## src/rtl/rgb_pwm_fader_if.sv

```systemverilog
// rgb_pwm_fader_if: duty-target handshake between pattern logic and the PWM fader
interface rgb_pwm_fader_if #(parameter int WIDTH = 8);
  logic [WIDTH-1:0] tgt_r_i;
  logic [WIDTH-1:0] tgt_g_i;
  logic [WIDTH-1:0] tgt_b_i;
  logic             valid_i;
  logic             ready_o;
  modport master (output tgt_r_i, tgt_g_i, tgt_b_i, valid_i, input ready_o);
  modport slave  (input tgt_r_i, tgt_g_i, tgt_b_i, valid_i, output ready_o);
endinterface

```

## src/rtl/rgb_pwm_fader.sv

```systemverilog
// rgb_pwm_fader: three-channel glitch-free PWM LED driver with linear per-period fading
module rgb_pwm_fader #(
  parameter int WIDTH      = 8,
  parameter int PRESCALE   = 4,
  parameter int ACTIVE_LOW = 1
) (
  input  logic            clk_i,
  input  logic            rst_ni,
  rgb_pwm_fader_if.slave  bus,
  output logic            busy_o,
  output logic            period_o,
  output logic            led_r_o,
  output logic            led_g_o,
  output logic            led_b_o
);
  localparam int   PW  = PRESCALE > 1 ? $clog2(PRESCALE) : 1;
  localparam logic OFF = ACTIVE_LOW != 0;
  typedef enum logic {IDLE, FADE} state_t;
  state_t           r_state, w_next;
  logic [PW-1:0]    r_pre;
  logic [WIDTH-1:0] r_cnt;
  logic [WIDTH-1:0] r_duty_r, r_duty_g, r_duty_b;
  logic [WIDTH-1:0] r_tgt_r, r_tgt_g, r_tgt_b;
  logic [WIDTH-1:0] w_step_r, w_step_g, w_step_b;
  logic             r_period, r_led_r, r_led_g, r_led_b;
  logic             w_tick, w_bound, w_accept, w_done;
  function automatic logic [WIDTH-1:0] step(input logic [WIDTH-1:0] d, input logic [WIDTH-1:0] t);
    return d < t ? d + 1'b1 : d > t ? d - 1'b1 : d;
  endfunction
  assign w_tick      = r_pre == PW'(PRESCALE - 1);
  assign w_bound     = w_tick && &r_cnt;
  assign bus.ready_o = r_state == IDLE && rst_ni;
  assign w_accept    = bus.valid_i && bus.ready_o;
  assign w_step_r    = step(r_duty_r, r_tgt_r);
  assign w_step_g    = step(r_duty_g, r_tgt_g);
  assign w_step_b    = step(r_duty_b, r_tgt_b);
  assign w_done      = w_step_r == r_tgt_r && w_step_g == r_tgt_g && w_step_b == r_tgt_b;
  assign busy_o      = r_state == FADE;
  assign period_o    = r_period;
  assign led_r_o     = r_led_r;
  assign led_g_o     = r_led_g;
  assign led_b_o     = r_led_b;
  always_comb begin
    w_next = r_state;
    w_next = r_state == IDLE ? (w_accept ? FADE : IDLE) : (w_bound && w_done ? IDLE : FADE);
  end
  always_ff @(posedge clk_i) begin
    if (!rst_ni) r_state <= IDLE;
    else         r_state <= w_next;
  end
  // Duties only move on the period boundary so each PWM period uses one duty from cnt=0
  always_ff @(posedge clk_i) begin
    if (!rst_ni) begin
      r_pre    <= '0;
      r_cnt    <= '0;
      r_period <= 1'b0;
      r_duty_r <= '0;
      r_duty_g <= '0;
      r_duty_b <= '0;
      r_tgt_r  <= '0;
      r_tgt_g  <= '0;
      r_tgt_b  <= '0;
      r_led_r  <= OFF;
      r_led_g  <= OFF;
      r_led_b  <= OFF;
    end else begin
      r_pre    <= w_tick ? '0 : r_pre + 1'b1;
      r_cnt    <= r_cnt + WIDTH'(w_tick);
      r_period <= w_bound;
      r_led_r  <= OFF ^ (r_cnt < r_duty_r);
      r_led_g  <= OFF ^ (r_cnt < r_duty_g);
      r_led_b  <= OFF ^ (r_cnt < r_duty_b);
      if (w_accept) begin
        r_tgt_r <= bus.tgt_r_i;
        r_tgt_g <= bus.tgt_g_i;
        r_tgt_b <= bus.tgt_b_i;
      end
      if (r_state == FADE && w_bound) begin
        r_duty_r <= w_step_r;
        r_duty_g <= w_step_g;
        r_duty_b <= w_step_b;
      end
    end
  end
endmodule

```

## src/flat_wrapper.sv

```systemverilog
// flat-port wrapper written by rule: the top's interface ports become plain ports
module rgb_pwm_fader_flat 
#(
  parameter int WIDTH      = 8,
  parameter int PRESCALE   = 4,
  parameter int ACTIVE_LOW = 1
)
  (clk_i, rst_ni, busy_o, period_o, led_r_o, led_g_o, led_b_o, bus_tgt_r_i, bus_tgt_g_i, bus_tgt_b_i, bus_valid_i, bus_ready_o);
  rgb_pwm_fader_if #(.WIDTH(WIDTH)) bus_i ();
  input  logic clk_i;
  input  logic rst_ni;
  output logic busy_o;
  output logic period_o;
  output logic led_r_o;
  output logic led_g_o;
  output logic led_b_o;
  input wire logic [$bits(bus_i.tgt_r_i)-1:0] bus_tgt_r_i;
  input wire logic [$bits(bus_i.tgt_g_i)-1:0] bus_tgt_g_i;
  input wire logic [$bits(bus_i.tgt_b_i)-1:0] bus_tgt_b_i;
  input wire logic [$bits(bus_i.valid_i)-1:0] bus_valid_i;
  output wire logic [$bits(bus_i.ready_o)-1:0] bus_ready_o;
  assign bus_i.tgt_r_i = bus_tgt_r_i;
  assign bus_i.tgt_g_i = bus_tgt_g_i;
  assign bus_i.tgt_b_i = bus_tgt_b_i;
  assign bus_i.valid_i = bus_valid_i;
  assign bus_ready_o = bus_i.ready_o;
  rgb_pwm_fader #(.WIDTH(WIDTH), .PRESCALE(PRESCALE), .ACTIVE_LOW(ACTIVE_LOW)) u_core (.clk_i(clk_i), .rst_ni(rst_ni), .bus(bus_i), .busy_o(busy_o), .period_o(period_o), .led_r_o(led_r_o), .led_g_o(led_g_o), .led_b_o(led_b_o));
endmodule
```

## config.mk

```make
export PLATFORM = sky130hd
export DESIGN_NAME = rgb_pwm_fader_flat
export DESIGN_NICKNAME = d
export VERILOG_FILES = /design/src/rtl/rgb_pwm_fader_if.sv /design/src/rtl/rgb_pwm_fader.sv /design/src/flat_wrapper.sv
export SDC_FILE = /design/constraint.sdc
export NUM_CORES = 1
export LEC_CHECK = 0
export CORE_ASPECT_RATIO = 1.4
export CORE_UTILIZATION = 25
export CTS_CLUSTER_SIZE = 20
export DETAILED_ROUTE_END_ITERATION = 16
export PLACE_DENSITY_LB_ADDON = 0.15
export SYNTH_ARGS = -nofsm -noshare
export SYNTH_HDL_FRONTEND = slang
export SYNTH_SLANG_ARGS = --single-unit
```

## constraint.sdc

```tcl
create_clock -name clk_i -period 4.63 [get_ports clk_i]
set_input_delay 0.6945 -clock clk_i [delete_from_list [all_inputs] [get_ports clk_i]]
set_output_delay 0.6945 -clock clk_i [all_outputs]
set_load 0.01 [all_outputs]
```

* Word-level counts from Yosys, hierarchy flattened
Cells that the tools add are included.
Storage, ports and cells: bits in registers 63, bits in latches 0, bits in writable memories 0, ROM bits 0, bits of input ports 27, output and inout bits 6, memories 0
Cells by class: add/sub/neg operators 8, multipliers 0, div/mod/pow operators 0, magnitude comparators 9, equal/unequal tests 4, shifts and indexed selects 0, multiplexer cells 9, bitwise logic cells 5, reduce and logical (&&, ||, !) cells 9
Operators by type and width (count):
- 8-bit less-than comparator | 6
- 8-bit two-way mux | 6
- 8-bit by 1-bit adder with 8-bit output (second input constant) | 3
- 8-bit equality test | 3
- 8-bit > comparator | 3
- 8-bit by 1-bit subtractor with 8-bit output (second input constant) | 3
- 8-bit by 1-bit adder with 8-bit output | 1
- 8-bit AND reduction | 1
- 1-bit logical AND | 7
- 1-bit NOT | 5
- 1-bit two-way mux | 3
- 2-bit by 1-bit adder with 2-bit output (second input constant) | 1
- 2-bit equality test (second input constant) | 1
- 2-bit OR reduction | 1

* Logic depth before layout (Yosys ltp)
depth after elaboration 9, mapped depth 12

* Worst setup path after synthesis
OpenSTA, ideal clock, no wires.
path kind register to register, start point register u_core.r_duty_g[0], end point register u_core.r_state (netlist: u_core.busy_o), arrival time 2.346 ns, required time 4.505 ns, slack 2.158 ns, cell stages (with the launch flop) 12, buffers on the path 0, clock period less this slack 2.472 ns, cells stage by stage dfxtp_1 inv_1 ha_1 nand4_1 or2_4 a31oi_1 xnor2_1 nand4_1 a2111oi_4 o2111ai_1 nor4_2 a31oi_1
Between the ends: longest elaborated chain between the ends 9
Ends and longest elaborated chain:
- start, declared | line rgb_pwm_fader.sv:22 | logic [WIDTH-1:0] r_duty_r, r_duty_g, r_duty_b;
- start signal, assigned | line rgb_pwm_fader.sv:80 | r_duty_g <= w_step_g;
- 8-bit by 1-bit subtractor with 8-bit output / 8-bit > comparator (equally long branches) | line rgb_pwm_fader.sv:28 | return d < t ? d + 1'b1 : d > t ? d - 1'b1 : d;
- 8-bit two-way mux | line rgb_pwm_fader.sv:28
- 8-bit two-way mux * | line rgb_pwm_fader.sv:28
- 8-bit equality test * | line rgb_pwm_fader.sv:37 | assign w_done = w_step_r == r_tgt_r && w_step_g == r_tgt_g && w_step_b == r_tgt_b;
- 1-bit logical AND * (2 in series) | line rgb_pwm_fader.sv:37
- 1-bit logical AND * | line rgb_pwm_fader.sv:45 | w_next = r_state == IDLE ? (w_accept ? FADE : IDLE) : (w_bound && w_done ? IDLE : FADE);
- 1-bit two-way mux * (2 in series) | line rgb_pwm_fader.sv:45
- end signal, assigned | line rgb_pwm_fader.sv:49 | else r_state <= w_next;
- end, declared | line rgb_pwm_fader.sv:19 | state_t r_state, w_next;
Mark *: on every way between the ends. The rest lies on a longest branch, timed or not. A chain may end at the register's enable or synchronous reset.

* Worst setup path in the final report
start point register u_core.r_duty_r[5], end point register u_core.r_state (netlist: u_core.busy_o)
Between the ends: longest elaborated chain between the ends 9
Ends and longest elaborated chain:
- start, declared | line rgb_pwm_fader.sv:22
- start signal, assigned | line rgb_pwm_fader.sv:79 | r_duty_r <= w_step_r;
- 8-bit by 1-bit subtractor with 8-bit output / 8-bit > comparator (equally long branches) | line rgb_pwm_fader.sv:28
- 8-bit two-way mux | line rgb_pwm_fader.sv:28
- 8-bit two-way mux * | line rgb_pwm_fader.sv:28
- 8-bit equality test * | line rgb_pwm_fader.sv:37
- 1-bit logical AND * (2 in series) | line rgb_pwm_fader.sv:37
- 1-bit logical AND * | line rgb_pwm_fader.sv:45
- 1-bit two-way mux * (2 in series) | line rgb_pwm_fader.sv:45
Marks and branches as above.

==> key figures <==
Final layout
  – # nets final: 700
  – Commonest non-fill, non-tap cell in the layout: dfxtp_1
  – Ant diodes: 0
  – Register area: between 1000 and 1500 um2
  – Most frequent cells in the layout: dfxtp_1 (63), ha_1 (54), nand2_1 (52)
  – Area Overhead vs Synth: 16.5%
  – Share of cells above drive strength 1: 0.0867
  – Fillers: 2066
  – Multi-input gate area: 3290 um2

STA
  – Pins over their slew limit: 0
  – Clock Skew: 0.0122 ns
  – Slew headroom: 0.345
  – Post-Route Setup TNS: 0 ns
  – Worst Tran Pin Value: about 0.98 ns
  – Final hold slack: about 0.43 ns
  – Tmin final: approximately 3.0 ns
  – Final hold vios: 0
  – RSZ-0062 raised after global routing: no
  – Max Freq: around 0.33 GHz
  – Final setup fails: 0
  – Period utilization: 0.651

Setup path
  – Worst endpoint required time: roughly 5 ns
  – Slowest stage delay, CP: about 0.42 ns
  – Buf/Inv on CP: 0
  – R2R Setup Slk: about 1.6 ns
  – Setup crit start: u_core.r_duty_r[5]$_SDFFE_PN0P_
  – Crit-path max FO: 11
  – Setup CP Type: reg2reg
  – RR Endpoint: u_core.busy_o$_SDFF_PN0_
  – Worst R2R Path Depth: 9
  – Crit start category: flop
  – Critical path depth: 9
  – Crit-path cells: ha_1 -> nand4_1 -> a21o_1 -> a21oi_2 -> a31oi_1 -> a311oi_1 -> nand4_1 -> nor4_2 -> a31oi_1
  – Worst r2r src: u_core.r_duty_r[5]$_SDFFE_PN0P_
  – CP delay by family, top: compound AO/OA/AOI/OAI gates
  – Worst endpoint data arrival time: about 3.2 ns
  – CP endpoint kind: flop
  – Crit path max-delay cell type: dfxtp_1
  – Crit path to: u_core.busy_o$_SDFF_PN0_

Floorplan
  – Core Area: 19100 um2
  – # IOs: 33
  – Die area: about 20000 um2
  – Starting Density: 0.254
  – FP Rows: 60
  – Vert. Die Dim: ~170 um
  – DIE WIDTH: ~120 um

Clocking
  – Clock Pin Slew Worst Setup and Hold Paths: roughly 0.060 ns
  – Clk buf depth: 2
  – Hold_buf cts: 0
  – CTS resizes: 0
  – Total CTS buffers: 9
  – H-Tree Depth: 3
  – Clk root buf: clkbuf_16
  – # Post-CTS Setup Buffers: 0
  – Worst-skew pair later-pin latency: about 0.35 ns
  – Clk sink count: 63
  – CTS tree: done

Synth
  – Synth area leader: dfxtp_1
  – Syn avg cell area: 8.20 um2
  – Post-synth ARST share: 0
  – Post-Synth XOR/XNOR Area: 0.0739
  – Dominant synthesized flop cell: dfxtp_1
  – Library cells used by synthesis: 75
  – Sequential share of the synthesized area: 0.259
  – Synth Area in Compound Gates: 0.253
  – EDFF count, synth: 0
  – Synth area leaders: dfxtp_1 (26%), ha_1 (14%), xnor2_1 (5.6%), a21oi_1 (4.8%), nand2_1 (4.0%)
  – Share of the synthesized area in the top cell type: 0.259
  – Proportion of synthesized area in mux cells: 0.00643
  – Yosys warning total: 0
  – Gate Count Post-Synth: around 590
  – Post-Synth Adder-Cell Area: 0.139
  – Synth Register Bits: between 60 and 70
  – Largest family of logic cells by synthesized area: compound AO/OA/AOI/OAI gates
  – Syn nets: ~670
  – Simple-gate area share of the yosys netlist: 0.204
  – Post-Syn Area: 4860 um2

Route
  – Final antenna-violating net count: 0
  – First DRT Iteration DRCs: roughly 140
  – Router iterations before antenna repair: 5
  – Routed vias: 4330
  – Wire per inst: around 16 um
  – WL final: between 10 and 15 mm
  – Vias/cell: a little under 5
  – # DRC: 0

GRT
  – Grt ovf: 0
  – Gr usage total: 0.151
  – First-pass GRT wire length: ~23 mm
  – Number of global-route vias before repair: roughly 4300
  – Largest net degree at the start of global routing: 52
  – Initial antenna violation count: 0

Placed design
  – IO Port Bufs: 32
  – Detailed placement HPWL: 10.7 mm
  – GP Congestion: 0.886

Power and ir drop
  – Worst VDD drop: about 150 uV
  – PD cells: 282 nW/um2
  – P_int: between 1 and 1.5 mW
  – Sw Ratio: 0.320
  – Sequential share of power: 0.361
  – Sw power: ~0.51 mW
  – Static leakage: just over 2 nW
  – Clk pwr share: 0.402
  – Logic pwr share: 0.237

Run status
  – Status: complete, no violations

Worst hold path
  – Worst Hold Path Cells: 1
  – Min-Delay Path Class: reg2reg
  – Hold path start: u_core.r_pre[0]$_SDFF_PP0_

Flow run
  – Max-cap violations: 0
[worst register-to-register path: stages (launching register included)]
cell	delay [ns]
dfxtp_1	0.42
ha_1	0.35
nand4_1	0.28
a21o_1	0.32
a21oi_2	0.24
a31oi_1	0.23
a311oi_1	0.38
nand4_1	0.25
nor4_2	0.30
a31oi_1	0.11
[worst min-delay path by stage]
stage	to	slack (ns)
2_1_floorplan	u_core.r_pre[0]$_SDFF_PP0_	0.41
3_3_place_gp	u_core.r_pre[0]$_SDFF_PP0_	0.42
3_5_place_dp	u_core.r_pre[0]$_SDFF_PP0_	0.43
4_1_cts	u_core.r_pre[0]$_SDFF_PP0_	0.44
5_1_grt	u_core.r_pre[0]$_SDFF_PP0_	0.47
6_report	u_core.r_pre[0]$_SDFF_PP0_	0.43
[state kept, by name, summed over array words and instances (netlist names)]
register / cells
u_core.r_cnt: 8
u_core.r_duty_b: 8
u_core.r_duty_g: 8
u_core.r_duty_r: 8
u_core.r_tgt_b: 8
u_core.r_tgt_g: 8
u_core.r_tgt_r: 8
u_core.r_pre: 2
u_core.busy_o: 1
u_core.led_b_o: 1
u_core.led_g_o: 1
u_core.led_r_o: 1
u_core.period_o: 1
[synth_stat cells, types with 4 or more instances]
library cell	number
dfxtp_1	63
nand3_1	16
o31ai_1	21
nand2b_1	5
xnor2_1	31
nor2_1	36
nand4_1	8
nor2b_1	6
clkbuf_1	11
a21oi_2	7
or3_1	12
a31oi_1	5
nor3_1	17
o211ai_2	4
o21ai_0	26
nand2_1	52
o2111ai_1	5
inv_1	50
ha_1	54
and3_1	7
a21oi_1	47
a211oi_1	5
a21o_1	15
xor2_1	10
o21a_1	5
[layer usage]
layer / share of wire / vias to the layer above / global-route usage
met5: 0 / - / 0
met4: 0.034 / 0 / 0.0728
met3: 0.035 / 27 / 0.0264
met2: 0.49 / 100 / 0.260
met1: 0.44 / 2004 / 0.178
li1: - / 2199 / -
[stage by stage]
step	std cells	util	setup slack, ns	area [um2]	total power [mW]
after floorplan	593	-	2.16	4860	0.858
after global placement	856	0.282	1.69	5400	0.971
after detailed placement	856	0.282	1.64	5400	0.967
after CTS	871	0.296	1.62	5660	1.62
after global routing	871	0.296	1.42	5660	1.68
final	871	0.296	1.62	5660	1.60
[logic make-up (layout without fill, tap and decap cells)]
| kind of cell | Yosys count | count (layout) |
|---|---|---|
| flops | 63 | 63 |
| buf+inv | 72 | 102 |
| fa+ha+maj | 54 | 54 |
| compound gates | 173 | 173 |
| mux | 3 | 3 |
| xor+xnor | 41 | 41 |
| simple gates | 187 | 187 |
[power groups by stage]
stage,clock [mW],combinational (mW),sequential (mW)
final,0.641,0.379,0.576
after floorplan,0,0.275,0.583
after global routing,0.682,0.417,0.578
after detailed placement,0,0.379,0.588
after global placement,0,0.383,0.588
after CTS,0.663,0.381,0.576
[area by class of cell]
| class | count | share of cell area |
|---|---|---|
| timing repair buffer | 35 | 0.0605 |
| tap | 248 | 0.0548 |
| clock buffer | 11 | 0.0429 |
| inverter | 52 | 0.0345 |
| multi-input combinational | 458 | 0.581 |
| clock inverter | 4 | 0.00398 |
| sequential | 63 | 0.223 |
(Power assumes the default switching activity.)
